[config.mk]
export PLATFORM = sky130hd
export DESIGN_NAME = multicycle_ctrl
export DESIGN_NICKNAME = d
export VERILOG_FILES = /design/src/rtl/riscv_pkg.sv /design/src/rtl/alu_decoder.sv /design/src/rtl/multicycle_ctrl.sv
export SDC_FILE = /design/constraint.sdc
export NUM_CORES = 1
export LEC_CHECK = 0
export ABC_CLOCK_PERIOD_IN_PS = 6300
export BUFFER_PORTS_ARGS = -buffer_cell sky130_fd_sc_hd__buf_2
export CAP_MARGIN = 20
export CORE_MARGIN = 4
export CORE_UTILIZATION = 48
export CTS_BUF_LIST = sky130_fd_sc_hd__clkbuf_2 sky130_fd_sc_hd__clkbuf_4 sky130_fd_sc_hd__clkbuf_8
export DETAILED_ROUTE_END_ITERATION = 7
export GPL_TIMING_DRIVEN = 0
export PLACE_DENSITY = 0.9
export SETUP_SLACK_MARGIN = 0.05
export SYNTH_ARGS = -nofsm -noshare
export SYNTH_HDL_FRONTEND = slang
export SYNTH_SLANG_ARGS = --single-unit
[constraint.sdc]
create_clock -name CLK -period 6.3 [get_ports CLK]
set_clock_uncertainty 0.05 [all_clocks]
set_input_delay 1.89 -clock CLK [delete_from_list [all_inputs] [get_ports CLK]]
set_output_delay 1.89 -clock CLK [all_outputs]
set_load 0.005 [all_outputs]
[src/rtl/riscv_pkg.sv]
// Shared types and constants for the multicycle RV32I control unit:
// FSM state encodings, opcodes, ALU control codes and datapath select values.
package riscv_pkg;

  typedef enum logic [3:0] {
    S_FETCH    = 4'd0,
    S_DECODE   = 4'd1,
    S_MEMADR   = 4'd2,
    S_MEMREAD  = 4'd3,
    S_MEMWB    = 4'd4,
    S_MEMWRITE = 4'd5,
    S_EXECR    = 4'd6,
    S_EXECI    = 4'd7,
    S_ALUWB    = 4'd8,
    S_BEQ      = 4'd9,
    S_JAL      = 4'd10,
    S_TRAP     = 4'd11
  } state_e;

  // Coarse ALU operation class handed from the FSM to the ALU decoder
  typedef enum logic [1:0] {
    ALUOP_ADD   = 2'd0,
    ALUOP_SUB   = 2'd1,
    ALUOP_FUNCT = 2'd2
  } aluop_e;

  localparam logic [6:0] OP_LW  = 7'b0000011;
  localparam logic [6:0] OP_SW  = 7'b0100011;
  localparam logic [6:0] OP_R   = 7'b0110011;
  localparam logic [6:0] OP_I   = 7'b0010011;
  localparam logic [6:0] OP_BEQ = 7'b1100011;
  localparam logic [6:0] OP_JAL = 7'b1101111;

  localparam logic [2:0] ALU_ADD = 3'b000;
  localparam logic [2:0] ALU_SUB = 3'b001;
  localparam logic [2:0] ALU_AND = 3'b010;
  localparam logic [2:0] ALU_OR  = 3'b011;
  localparam logic [2:0] ALU_SLT = 3'b101;

  localparam logic [1:0] RES_ALUOUT    = 2'b00;
  localparam logic [1:0] RES_DATA      = 2'b01;
  localparam logic [1:0] RES_ALURESULT = 2'b10;

  localparam logic [1:0] SRCA_PC    = 2'b00;
  localparam logic [1:0] SRCA_OLDPC = 2'b01;
  localparam logic [1:0] SRCA_REG   = 2'b10;

  localparam logic [1:0] SRCB_REG  = 2'b00;
  localparam logic [1:0] SRCB_IMM  = 2'b01;
  localparam logic [1:0] SRCB_FOUR = 2'b10;

  localparam logic [1:0] IMM_I = 2'b00;
  localparam logic [1:0] IMM_S = 2'b01;
  localparam logic [1:0] IMM_B = 2'b10;
  localparam logic [1:0] IMM_J = 2'b11;

endpackage

[src/rtl/alu_decoder.sv]
// Purely combinational ALU decoder: turns the FSM's ALU-op class plus the
// instruction's funct fields into the 3-bit ALU control code.
module alu_decoder
  import riscv_pkg::*;
(
  input  logic       op_5,
  input  logic [2:0] funct3,
  input  logic       funct7_5,
  input  aluop_e     alu_op,
  output logic [2:0] alu_control
);

  always_comb begin
    alu_control = ALU_ADD;
    case (alu_op)
      ALUOP_SUB: alu_control = ALU_SUB;
      ALUOP_FUNCT: begin
        case (funct3)
          // funct7[5] only means sub for R-type; for I-type that bit is immediate
          3'b000:  alu_control = (op_5 && funct7_5) ? ALU_SUB : ALU_ADD;
          3'b010:  alu_control = ALU_SLT;
          3'b110:  alu_control = ALU_OR;
          3'b111:  alu_control = ALU_AND;
          default: alu_control = ALU_ADD;
        endcase
      end
      default: alu_control = ALU_ADD;
    endcase
  end

endmodule

[src/rtl/multicycle_ctrl.sv]
// Moore control FSM for the multicycle RV32I core (lw, sw, R, I, beq, jal).
// Define MULTICYCLE_CTRL_ILLEGAL_EN to trap unsupported opcodes and expose ILLEGAL.
module multicycle_ctrl
  import riscv_pkg::*;
(
  input  logic       CLK,
  input  logic       RST_N,
  input  logic [6:0] OP,
  input  logic [2:0] FUNCT3,
  input  logic       FUNCT7_5,
  input  logic       ZERO,
  input  logic       MEM_READY,
  output logic       MEM_REQ,
  output logic       MEM_WR,
  output logic       ADR_SRC,
  output logic       IR_WRITE,
  output logic       PC_WRITE,
  output logic       REG_WRITE,
  output logic [1:0] RESULT_SRC,
  output logic [1:0] ALU_SRC_A,
  output logic [1:0] ALU_SRC_B,
  output logic [2:0] ALU_CONTROL,
  output logic [1:0] IMM_SRC,
  output logic [3:0] STATE
`ifdef MULTICYCLE_CTRL_ILLEGAL_EN
  ,
  output logic       ILLEGAL
`endif
);

  state_e     state_q, state_d;
  aluop_e     alu_op;
  logic [2:0] alu_control;
  logic [1:0] imm_src;
  logic       mem_req, mem_wr, adr_src, ir_write, pc_write, reg_write;
  logic [1:0] result_src, src_a, src_b;

  always_ff @(posedge CLK or negedge RST_N) begin
    if (!RST_N) state_q <= S_FETCH;
    else        state_q <= state_d;
  end

  always_comb begin
    state_d = state_q;
    case (state_q)
      S_FETCH:  if (MEM_READY) state_d = S_DECODE;
      S_DECODE: begin
        case (OP)
          OP_LW, OP_SW: state_d = S_MEMADR;
          OP_R:         state_d = S_EXECR;
          OP_I:         state_d = S_EXECI;
          OP_BEQ:       state_d = S_BEQ;
          OP_JAL:       state_d = S_JAL;
`ifdef MULTICYCLE_CTRL_ILLEGAL_EN
          default:      state_d = S_TRAP;
`else
          default:      state_d = S_FETCH;
`endif
        endcase
      end
      S_MEMADR:   state_d = OP[5] ? S_MEMWRITE : S_MEMREAD;
      S_MEMREAD:  if (MEM_READY) state_d = S_MEMWB;
      S_MEMWB:    state_d = S_FETCH;
      S_MEMWRITE: if (MEM_READY) state_d = S_FETCH;
      S_EXECR,
      S_EXECI:    state_d = S_ALUWB;
      S_ALUWB:    state_d = S_FETCH;
      S_BEQ:      state_d = S_FETCH;
      S_JAL:      state_d = S_ALUWB;
`ifdef MULTICYCLE_CTRL_ILLEGAL_EN
      S_TRAP:     state_d = S_TRAP;
`endif
      default:    state_d = S_FETCH;
    endcase
  end

  always_comb begin
    mem_req    = 1'b0;
    mem_wr     = 1'b0;
    adr_src    = 1'b0;
    ir_write   = 1'b0;
    pc_write   = 1'b0;
    reg_write  = 1'b0;
    result_src = RES_ALUOUT;
    src_a      = SRCA_PC;
    src_b      = SRCB_REG;
    alu_op     = ALUOP_ADD;
    case (state_q)
      S_FETCH: begin
        mem_req    = 1'b1;
        src_b      = SRCB_FOUR;
        result_src = RES_ALURESULT;
        ir_write   = MEM_READY;
        pc_write   = MEM_READY;
      end
      S_DECODE: begin
        src_a = SRCA_OLDPC;
        src_b = SRCB_IMM;
      end
      S_MEMADR: begin
        src_a = SRCA_REG;
        src_b = SRCB_IMM;
      end
      S_MEMREAD: begin
        mem_req = 1'b1;
        adr_src = 1'b1;
      end
      S_MEMWB: begin
        result_src = RES_DATA;
        reg_write  = 1'b1;
      end
      S_MEMWRITE: begin
        mem_req = 1'b1;
        mem_wr  = 1'b1;
        adr_src = 1'b1;
      end
      S_EXECR: begin
        src_a  = SRCA_REG;
        alu_op = ALUOP_FUNCT;
      end
      S_EXECI: begin
        src_a  = SRCA_REG;
        src_b  = SRCB_IMM;
        alu_op = ALUOP_FUNCT;
      end
      S_ALUWB: reg_write = 1'b1;
      S_BEQ: begin
        src_a    = SRCA_REG;
        alu_op   = ALUOP_SUB;
        pc_write = ZERO;
      end
      S_JAL: begin
        src_a    = SRCA_OLDPC;
        src_b    = SRCB_FOUR;
        pc_write = 1'b1;
      end
      default: ;
    endcase
  end

  always_comb begin
    case (OP)
      OP_SW:   imm_src = IMM_S;
      OP_BEQ:  imm_src = IMM_B;
      OP_JAL:  imm_src = IMM_J;
      default: imm_src = IMM_I;
    endcase
  end

  alu_decoder u_alu_decoder (
    .op_5        (OP[5]),
    .funct3      (FUNCT3),
    .funct7_5    (FUNCT7_5),
    .alu_op      (alu_op),
    .alu_control (alu_control)
  );

  // Reset must silence every strobe and select immediately, even mid-instruction
  assign MEM_REQ     = RST_N & mem_req;
  assign MEM_WR      = RST_N & mem_wr;
  assign ADR_SRC     = RST_N & adr_src;
  assign IR_WRITE    = RST_N & ir_write;
  assign PC_WRITE    = RST_N & pc_write;
  assign REG_WRITE   = RST_N & reg_write;
  assign RESULT_SRC  = RST_N ? result_src  : 2'b00;
  assign ALU_SRC_A   = RST_N ? src_a       : 2'b00;
  assign ALU_SRC_B   = RST_N ? src_b       : 2'b00;
  assign ALU_CONTROL = RST_N ? alu_control : 3'b000;
  assign IMM_SRC     = RST_N ? imm_src     : 2'b00;
  assign STATE       = state_q;

`ifdef MULTICYCLE_CTRL_ILLEGAL_EN
  logic illegal_q, illegal_d;

  always_comb illegal_d = illegal_q | (state_d == S_TRAP);

  always_ff @(posedge CLK or negedge RST_N) begin
    if (!RST_N) illegal_q <= 1'b0;
    else        illegal_q <= illegal_d;
  end

  assign ILLEGAL = illegal_q;
`endif

endmodule

Word level (Yosys, flattened, before mapping) --
Index checks and enable logic that the tools add are counted.
Word-level totals: memories kept 0, register bits 4, memory bits (read-only) 0, memory bits (writable) 0, bits in latches 0
Cells by class: $mul 0, div/mod/pow operators 0, bitwise logic cells 6, shift operators 0, reductions and logical operators 14, magnitude comparators 0, multiplexer cells 25, equality and inequality tests 24, add/subtract/negate cells 0
Operators with widths (count):
- 4-bit one-hot mux with 6 select lines | 1
- 4-bit one-hot mux with 5 select lines | 1
- 4-bit by 3-bit equality test with 1-bit output (second input constant) | 4
- 2-bit one-hot mux with 2 select lines | 4
- 7-bit by 6-bit equality test with 1-bit output (second input constant) | 2
- 7-bit equality test (second input constant) | 2
- 4-bit equality test (second input constant) | 3
- 4-bit 2-to-1 mux | 3
- 3-bit one-hot mux with 4 select lines | 1
- 2-bit OR reduction | 6
- 3-bit OR reduction | 3
- 4-bit by 2-bit equality test with 1-bit output (second input constant) | 2
- 2-bit 2-to-1 mux | 4
- 7-bit by 2-bit equality test with 1-bit output (second input constant) | 1
- 7-bit by 5-bit equality test with 1-bit output (second input constant) | 1
- 1-bit AND | 6
- 3-bit equality test (second input constant) | 2
- 1-bit 2-to-1 mux | 6
- 3-bit 2-to-1 mux | 2
- 2-bit inequality test (second input constant) | 3
- 2-bit one-hot mux with 3 select lines | 1
- 3-bit one-hot mux with 2 select lines | 1
- 4-bit by 1-bit equality test with 1-bit output (second input constant) | 1
- 4-bit zero test | 1
- 8 further kinds | 8

Logic depth before layout (Yosys ltp) --
Gate-level depths: netlist (run 1).
depth in word-level cells 6, mapped depth 8, depth with buffers taken out 7

By module --
Synthesis (run 1) repeated with hierarchy kept, for this count alone.
Unflattened totals: cell total of the unflattened synthesis 93, area, all modules 693.2 um^2
Modules (own cells, without submodules):
- multicycle_ctrl | seq. area each 100.1 um^2, area an instance 596.8 um^2, instances 1, cells an instance 82
- alu_decoder | seq. area each 0.0 um^2, area an instance 96.3 um^2, instances 1, cells an instance 11

Worst setup path before layout (run 1) --
OpenSTA, ideal clock, no wires.
path kind in2out, start point input RST_N, end point output IR_WRITE, arrival 2.568 ns, setup slack 1.792 ns, stages 3, path through or3b_4 > nor3_4 > and2_1
Between the ends: longest elaborated chain between the ends 1
Ends and longest elaborated chain:
- from (decl) | line multicycle_ctrl.sv:7 | input logic RST_N,
- 1-bit AND | line multicycle_ctrl.sv:162 | assign IR_WRITE = RST_N & ir_write;
- to (decl) | line multicycle_ctrl.sv:16 | output logic IR_WRITE,
No other way between the ends.

Worst setup path after layout (run 1) --
Ends and elaborated chain as after synthesis.

==> flow_metrics.env, run 1 <==
export IMPL_status="completed"
export IMPL_grt_use_total_pct=18.81
export IMPL_grt_max_degree=14
export IMPL_multi_input_area_um2=496.7
export IMPL_ant_nets=0
export IMPL_fill_cells=98
export IMPL_final_area_um2=854.6
export IMPL_routed_wirelength_um=1735
export IMPL_path_buf_inv=2
export IMPL_cp_slowest_cell="or3b_4"
export IMPL_avgSynthCellArea_um2=7.349
export IMPL_ys_seq_area_share_pct=15.66
export IMPL_ir_drop_mv=0.1183
export IMPL_min_period_over_period_pct=77.04
export IMPL_cts_tree="built"
export IMPL_p_leak_nw=0.4485
export IMPL_ys_seq_elements=4
export IMPL_drc=0
export IMPL_tightest_slew_ns=0.2851
export IMPL_drtIter0Drc=11
export IMPL_overflow=0
export IMPL_drt_vias_per_instance=5.489
export IMPL_grt_pass1_vias=694
export IMPL_critPathLaunchType="primary input"
export IMPL_antenna_found_initial=0
export IMPL_synth_nets=104
export IMPL_clock_latency_ns=0.24
export IMPL_synthArstFlopShare_pct=100.0
export IMPL_ctsHoldBuffers=0
export IMPL_post_cts_setup_buffer_count=0
export IMPL_hold_class="reg -> reg"
export IMPL_critPathMaxStageDelay_ns=0.44
export IMPL_io_buffers=35
export IMPL_placedCellCount=136
export IMPL_hold_viol=0
export IMPL_insertedDiodeCount=0
export IMPL_largest_reg_flops=4
export IMPL_fin_tns_setup_ns=0
export IMPL_max_cap_violations=0
export IMPL_rows=12
export IMPL_cpMostUsedCell="buf_2"
export IMPL_path_cells="buf_2, or3b_4, nor3_4, and2_1, buf_2"
export IMPL_crit_fanout=13
export IMPL_synth_common_cells="nor2_1, nand2_1, inv_1, nor2b_1, o21ai_0"
export IMPL_clockBufferDepth=2
export IMPL_hold_slack_ns=0.6943
export IMPL_core_area_um2=1186
export IMPL_setup_viol=0
export IMPL_power_total_mw=0.09791
export IMPL_netlist_area_um2=639.4
export IMPL_regArea_um2=100.1
export IMPL_synthCells=87
export IMPL_fin_crit_ns=4.854
export IMPL_fin_cells=139
export IMPL_gp_congestion=0.8478
export IMPL_path_delay_family="simple AND/OR/NAND/NOR gates"
export IMPL_synth_top_cell_area_share_pct=15.66
export IMPL_cts_resized_gates=0
export IMPL_yosys_top_cells_area="dfrtp_1, nor2b_1, nor2_1"
export IMPL_start_util_pct=53.90
export IMPL_dieArea_um2=1980
export IMPL_slew_violations=0
export IMPL_drive_gt1_share_pct=37.60
export IMPL_cp_arrival_ns=2.91
export IMPL_synth_edff_count=0
export IMPL_die_y_um=44.50
export IMPL_dieWidth_um=44.50
export IMPL_max_freq_mhz=206.0
export IMPL_dpl_hpwl_um=1411
export IMPL_synth_largest_area_cell="dfrtp_1"
export IMPL_critPathKind="in -> out"
export IMPL_nNetsFinal=144
export IMPL_area_delta_synth_final_pct=33.66
export IMPL_cp_data_required_time_ns=4.36
export IMPL_vias=763
export IMPL_cts_root_buf="clkbuf_4"
export IMPL_critPathCaptureType="output pin"
export IMPL_grt_first_pass_wirelength_um=2960
export IMPL_dr_pass1_iters=4
export IMPL_synth_most_common_cell="nor2_1"
export IMPL_clkSinkCount=4
export IMPL_synth_warnings=0
export IMPL_synth_main_ff_cell="dfrtp_1"
export IMPL_avgRoutedWirePerCell_um=12.48
export IMPL_path_clk_slew_ns=0.04
export IMPL_rsz0062_at_grt="false"
export IMPL_yosysUniqueCellTypes=42
export IMPL_ioPinCount=36
export IMPL_power_density_nw_per_um2=114.6
export IMPL_place_area_um2=832.0
export IMPL_slew_limit_headroom_pct=80.74
export IMPL_cts_inserted_buffers=3
export IMPL_h_tree_depth=1
stage by stage:
step | util (%) | setup slack, ns
after floorplan | - | 1.792
after global placement | 70.15 | 1.447
after detailed placement | 70.15 | 1.435
after CTS | 72.05 | 1.437
after global routing | 72.05 | 1.388
final | 72.05 | 1.446
layer usage:
metal | track usage [%] | routed length [um]
met1 | 23.56 | 726
met2 | 33.52 | 859
met5 | 0 | 0
met4 | 3.614 | 10
met3 | 2.846 | 139
power by group:
group / switching (mW) / internal [mW] / total (mW)
Sequential: 0.00201 / 0.0269 / 0.0289
Clock: 0.0104 / 0.0213 / 0.0317
Combinational: 0.0194 / 0.0179 / 0.0373
cells by family after synthesis:
group,after synthesis,synth area share (%)
AO/OA/AOI/OAI,21,21.53
XOR/XNOR,5,6.851
adder cells (fa/ha/maj),2,3.913
buffers and inverters,10,6.653
flip-flops,4,15.66
multiplexers,1,1.566
AND/OR/NAND/NOR,44,43.84
layout by cell type (no fill, tap or decap), types with 4 or more instances in the layout:
cell and instances:
inv_1 5, nor2b_1 5, nand2_1 6, nor2_1 8
dfrtp_1 4, buf_2 39, o21ai_0 5
worst paths after layout:
path | start | slack (ns) | end | cells past startpoint
hold / removal | STATE[1] | 0.69 | STATE[1] | 2
min in group asynchronous | RST_N | 1.45 | STATE[3] | 1
hold reg to reg | STATE[1] | 0.69 | STATE[1] | 2
max in group asynchronous | RST_N | 4.55 | STATE[2] | 1
setup / recovery | RST_N | 1.45 | IR_WRITE | 5
setup reg to reg | STATE[3] | 4.88 | STATE[0] | 4
worst min-delay path, cell delays in order, from the launching register on:
cell,delay [ns]
dfrtp_1,0.45
nand2b_1,0.15
o32ai_1,0.10
final cells by class:
| type | count | share of cell area, % |
|---|---|---|
| Inverter | 6 | 2.635 |
| Clock buffer | 3 | 2.635 |
| Buffer | 4 | 2.343 |
| Sequential cell | 4 | 11.71 |
| Timing Repair Buffer | 35 | 20.50 |
| Tap cell | 14 | 2.050 |
| Multi-Input combinational cell | 73 | 58.13 |
No activity file was read; power rests on OpenSTA's default activity.
==> inputs of run 2 (changes only) <==
--- a/config.mk
+++ b/config.mk
@@ -5,15 +5,16 @@
 export SDC_FILE = /design/constraint.sdc
 export NUM_CORES = 1
 export LEC_CHECK = 0
-export ABC_CLOCK_PERIOD_IN_PS = 6300
+export ABC_AREA = 1
+export ABC_CLOCK_PERIOD_IN_PS = 4700
 export BUFFER_PORTS_ARGS = -buffer_cell sky130_fd_sc_hd__buf_2
 export CAP_MARGIN = 20
 export CORE_MARGIN = 4
-export CORE_UTILIZATION = 48
+export CORE_UTILIZATION = 44
 export CTS_BUF_LIST = sky130_fd_sc_hd__clkbuf_2 sky130_fd_sc_hd__clkbuf_4 sky130_fd_sc_hd__clkbuf_8
 export DETAILED_ROUTE_END_ITERATION = 7
 export GPL_TIMING_DRIVEN = 0
-export PLACE_DENSITY = 0.9
+export PLACE_DENSITY = 0.85
 export SETUP_SLACK_MARGIN = 0.05
 export SYNTH_ARGS = -nofsm -noshare
 export SYNTH_HDL_FRONTEND = slang
==> constraint.sdc (replaced) <==
create_clock -name CLK -period 4.7 [get_ports CLK]
set_clock_uncertainty 0.05 [all_clocks]
set_input_delay 1.41 -clock CLK [delete_from_list [all_inputs] [get_ports CLK]]
set_output_delay 1.41 -clock CLK [all_outputs]
set_load 0.005 [all_outputs]
==> run 2 against run 1 <==
  * Sequential share of layout area increased by 0.50 points
  * Setup slack got worse by 0.46 ns
  * Non-clock buffer count is 3 lower
  * Total power grew to 2.5 times the previous value
  * Routed wire length shrank 4.5%
  * Sequential cell count unchanged
  * Hold slack worse by 0.079 ns
  * Via count up 4.1%
  * Highest routed layer unchanged
  * Critical endpoint is now RESULT_SRC[1]
==> flow_metrics.env, run 2 <==
export IMPL_cts_tree="built"
export IMPL_hold_class="reg -> reg"
export IMPL_vias=794
export IMPL_slew_violations=0
export IMPL_m1WireLength_um=709
export IMPL_layout_common_cells="buf_2, nand2_1, inv_1"
export IMPL_gp_congestion=0.8558
export IMPL_ioPinCount=36
export IMPL_dr_wl_met3_um=105
export IMPL_max_freq_mhz=269.2
export IMPL_drtIter0Drc=13
export IMPL_antenna_found_initial=0
export IMPL_dpl_hpwl_um=1397
export IMPL_routed_wirelength_um=1657
export IMPL_min_period_over_period_pct=79.04
export IMPL_whs_path_depth=2
export IMPL_largest_reg_flops=4
export IMPL_rsz0062_at_grt="false"
export IMPL_synth_nets=124
export IMPL_fin_crit_ns=3.715
export IMPL_drc=0
export IMPL_setup_viol=0
export IMPL_crit_fanout=10
export IMPL_insertedDiodeCount=0
export IMPL_grt_max_degree=11
export IMPL_io_buffers=35
export IMPL_cts_resized_gates=0
export IMPL_start_util_pct=46.35
export IMPL_max_cap_violations=0
export IMPL_power_density_nw_per_um2=301.5
export IMPL_synth_common_cells="nand2_1, inv_1, nor2_1"
export IMPL_critPathCaptureType="output pin"
export IMPL_dieArea_um2=2027
export IMPL_final_area_um2=819.5
export IMPL_final_common_cell="buf_2"
export IMPL_cp_data_required_time_ns=3.24
export IMPL_rows=13
export IMPL_synth_most_common_cell="nand2_1"
export IMPL_ant_nets=0
export IMPL_power_total_mw=0.2471
export IMPL_critPathKind="in -> out"
export IMPL_fin_cells=160
export IMPL_drt_vias_per_instance=4.963
export IMPL_placedCellCount=157
export IMPL_synth_main_ff_cell="dfrtp_1"
export IMPL_overflow=0
export IMPL_netlist_area_um2=603.1
export IMPL_grt_use_total_pct=16.75
export IMPL_nNetsFinal=164
export IMPL_critPathLaunchType="primary input"
export IMPL_yosys_top_cells_area="nand2_1, dfrtp_1, inv_1"
export IMPL_status="completed"
export IMPL_tightest_slew_ns=0.4141
export IMPL_core_area_um2=1301
export IMPL_grt_first_pass_wirelength_um=2546
export IMPL_post_cts_setup_buffer_count=0
export IMPL_slew_limit_headroom_pct=72.40
export IMPL_ff2ff_path_depth=6
export IMPL_path_clk_slew_ns=0.03
export IMPL_ys_seq_area_share_pct=16.60
export IMPL_synth_top_cell_area_share_pct=16.80
export IMPL_fin_tns_setup_ns=0
export IMPL_clock_latency_ns=0.24
export IMPL_avgRoutedWirePerCell_um=10.36
export IMPL_synth_warnings=0
export IMPL_grt_pass1_vias=664
export IMPL_avgSynthCellArea_um2=5.636
export IMPL_clkSinkCount=4
export IMPL_synth_largest_area_cell="nand2_1"
export IMPL_top_layer="met4"
export IMPL_clockBufferDepth=2
export IMPL_area_delta_synth_final_pct=35.89
export IMPL_h_tree_depth=1
export IMPL_dr_pass1_iters=5
export IMPL_final_util_pct=62.98
export IMPL_place_area_um2=797.0
export IMPL_drive_gt1_share_pct=40.00
export IMPL_ir_drop_mv=0.2982
export IMPL_yosysUniqueCellTypes=19
export IMPL_ctsHoldBuffers=0
export IMPL_cts_root_buf="clkbuf_4"
export IMPL_dieWidth_um=45.02
export IMPL_hold_viol=0
export IMPL_dr_wl_met2_um=827
export IMPL_die_y_um=45.02
export IMPL_cts_inserted_buffers=3
export IMPL_synthCells=107
export IMPL_p_leak_nw=0.5088
export IMPL_ys_seq_elements=4
export IMPL_synthArstFlopShare_pct=100.0
export IMPL_synth_edff_count=0
export IMPL_cp_arrival_ns=2.25
[run 2: changes by cell type after synthesis, moves of 4 or more]
cell and delta:
inv_2 +5, nor2_1 +4, inv_1 +11, nand2_1 +21
o21ai_0 -5, a21oi_1 +5, nand3_1 +10, nor2b_1 -5
buf_2 -4, nor2_2 +5
[run 2: layer usage]
layer | global-route usage [%] | vias up
met2 | 28.81 | 27
met1 | 20.58 | 354
met3 | 5.179 | 3
met4 | 2.924 | 0
li1 | - | 410
met5 | 0 | -
[run 2: worst paths after layout]
path | start | end | slack (ns)
max in group asynchronous | RST_N | STATE[1] | 3.46
worst max register to register | STATE[3] | STATE[2] | 3.45
worst min-delay path | STATE[0] | STATE[0] | 0.62
min in group asynchronous | RST_N | STATE[2] | 0.96
worst min register to register | STATE[0] | STATE[0] | 0.62
worst max-delay path | RST_N | RESULT_SRC[1] | 0.99
[run 2: critical path, cell delays in order]
cell and delay [ns]:
buf_2 0.17, inv_1 0.09, clkbuf_1 0.34, nor2_1 0.10, buf_2 0.14
[run 2: cells by family (layout without fill, tap and decap cells)]
family	after synthesis	after routing	share of synthesized area (%)
and+or+nand+nor	66	66	53.73
buffers and inverters	23	61	14.31
adders and majority gates	2	2	4.149
DFF	4	4	16.60
AOI/OAI and AO/OA	12	12	11.20
[run 2: final cells by class]
cell class	instances	area, um2
multi-input cells	80	416.7
repair buffers	35	175.2
well taps	15	18.77
clock buffers	3	22.52
flip-flops and latches	4	100.1
fillers	132	481.7
plain buffers	1	3.754
inverters	22	82.58
[run 2: where the power goes]
group | switching (mW) | total, mW | internal (mW)
combinational | 0.0892 | 0.147 | 0.0581
clock | 0.0160 | 0.0447 | 0.0287
sequential | 0.0138 | 0.0551 | 0.0413
[run 2: stage by stage]
step                hold slack, ns  worst slack, ns
floorplan                   0.5598            1.309
global placement            0.5957           0.9946
detailed placement          0.5963           0.9924
CTS                         0.6115           0.9944
global route                0.6425           0.9264
finish                      0.6156           0.9852
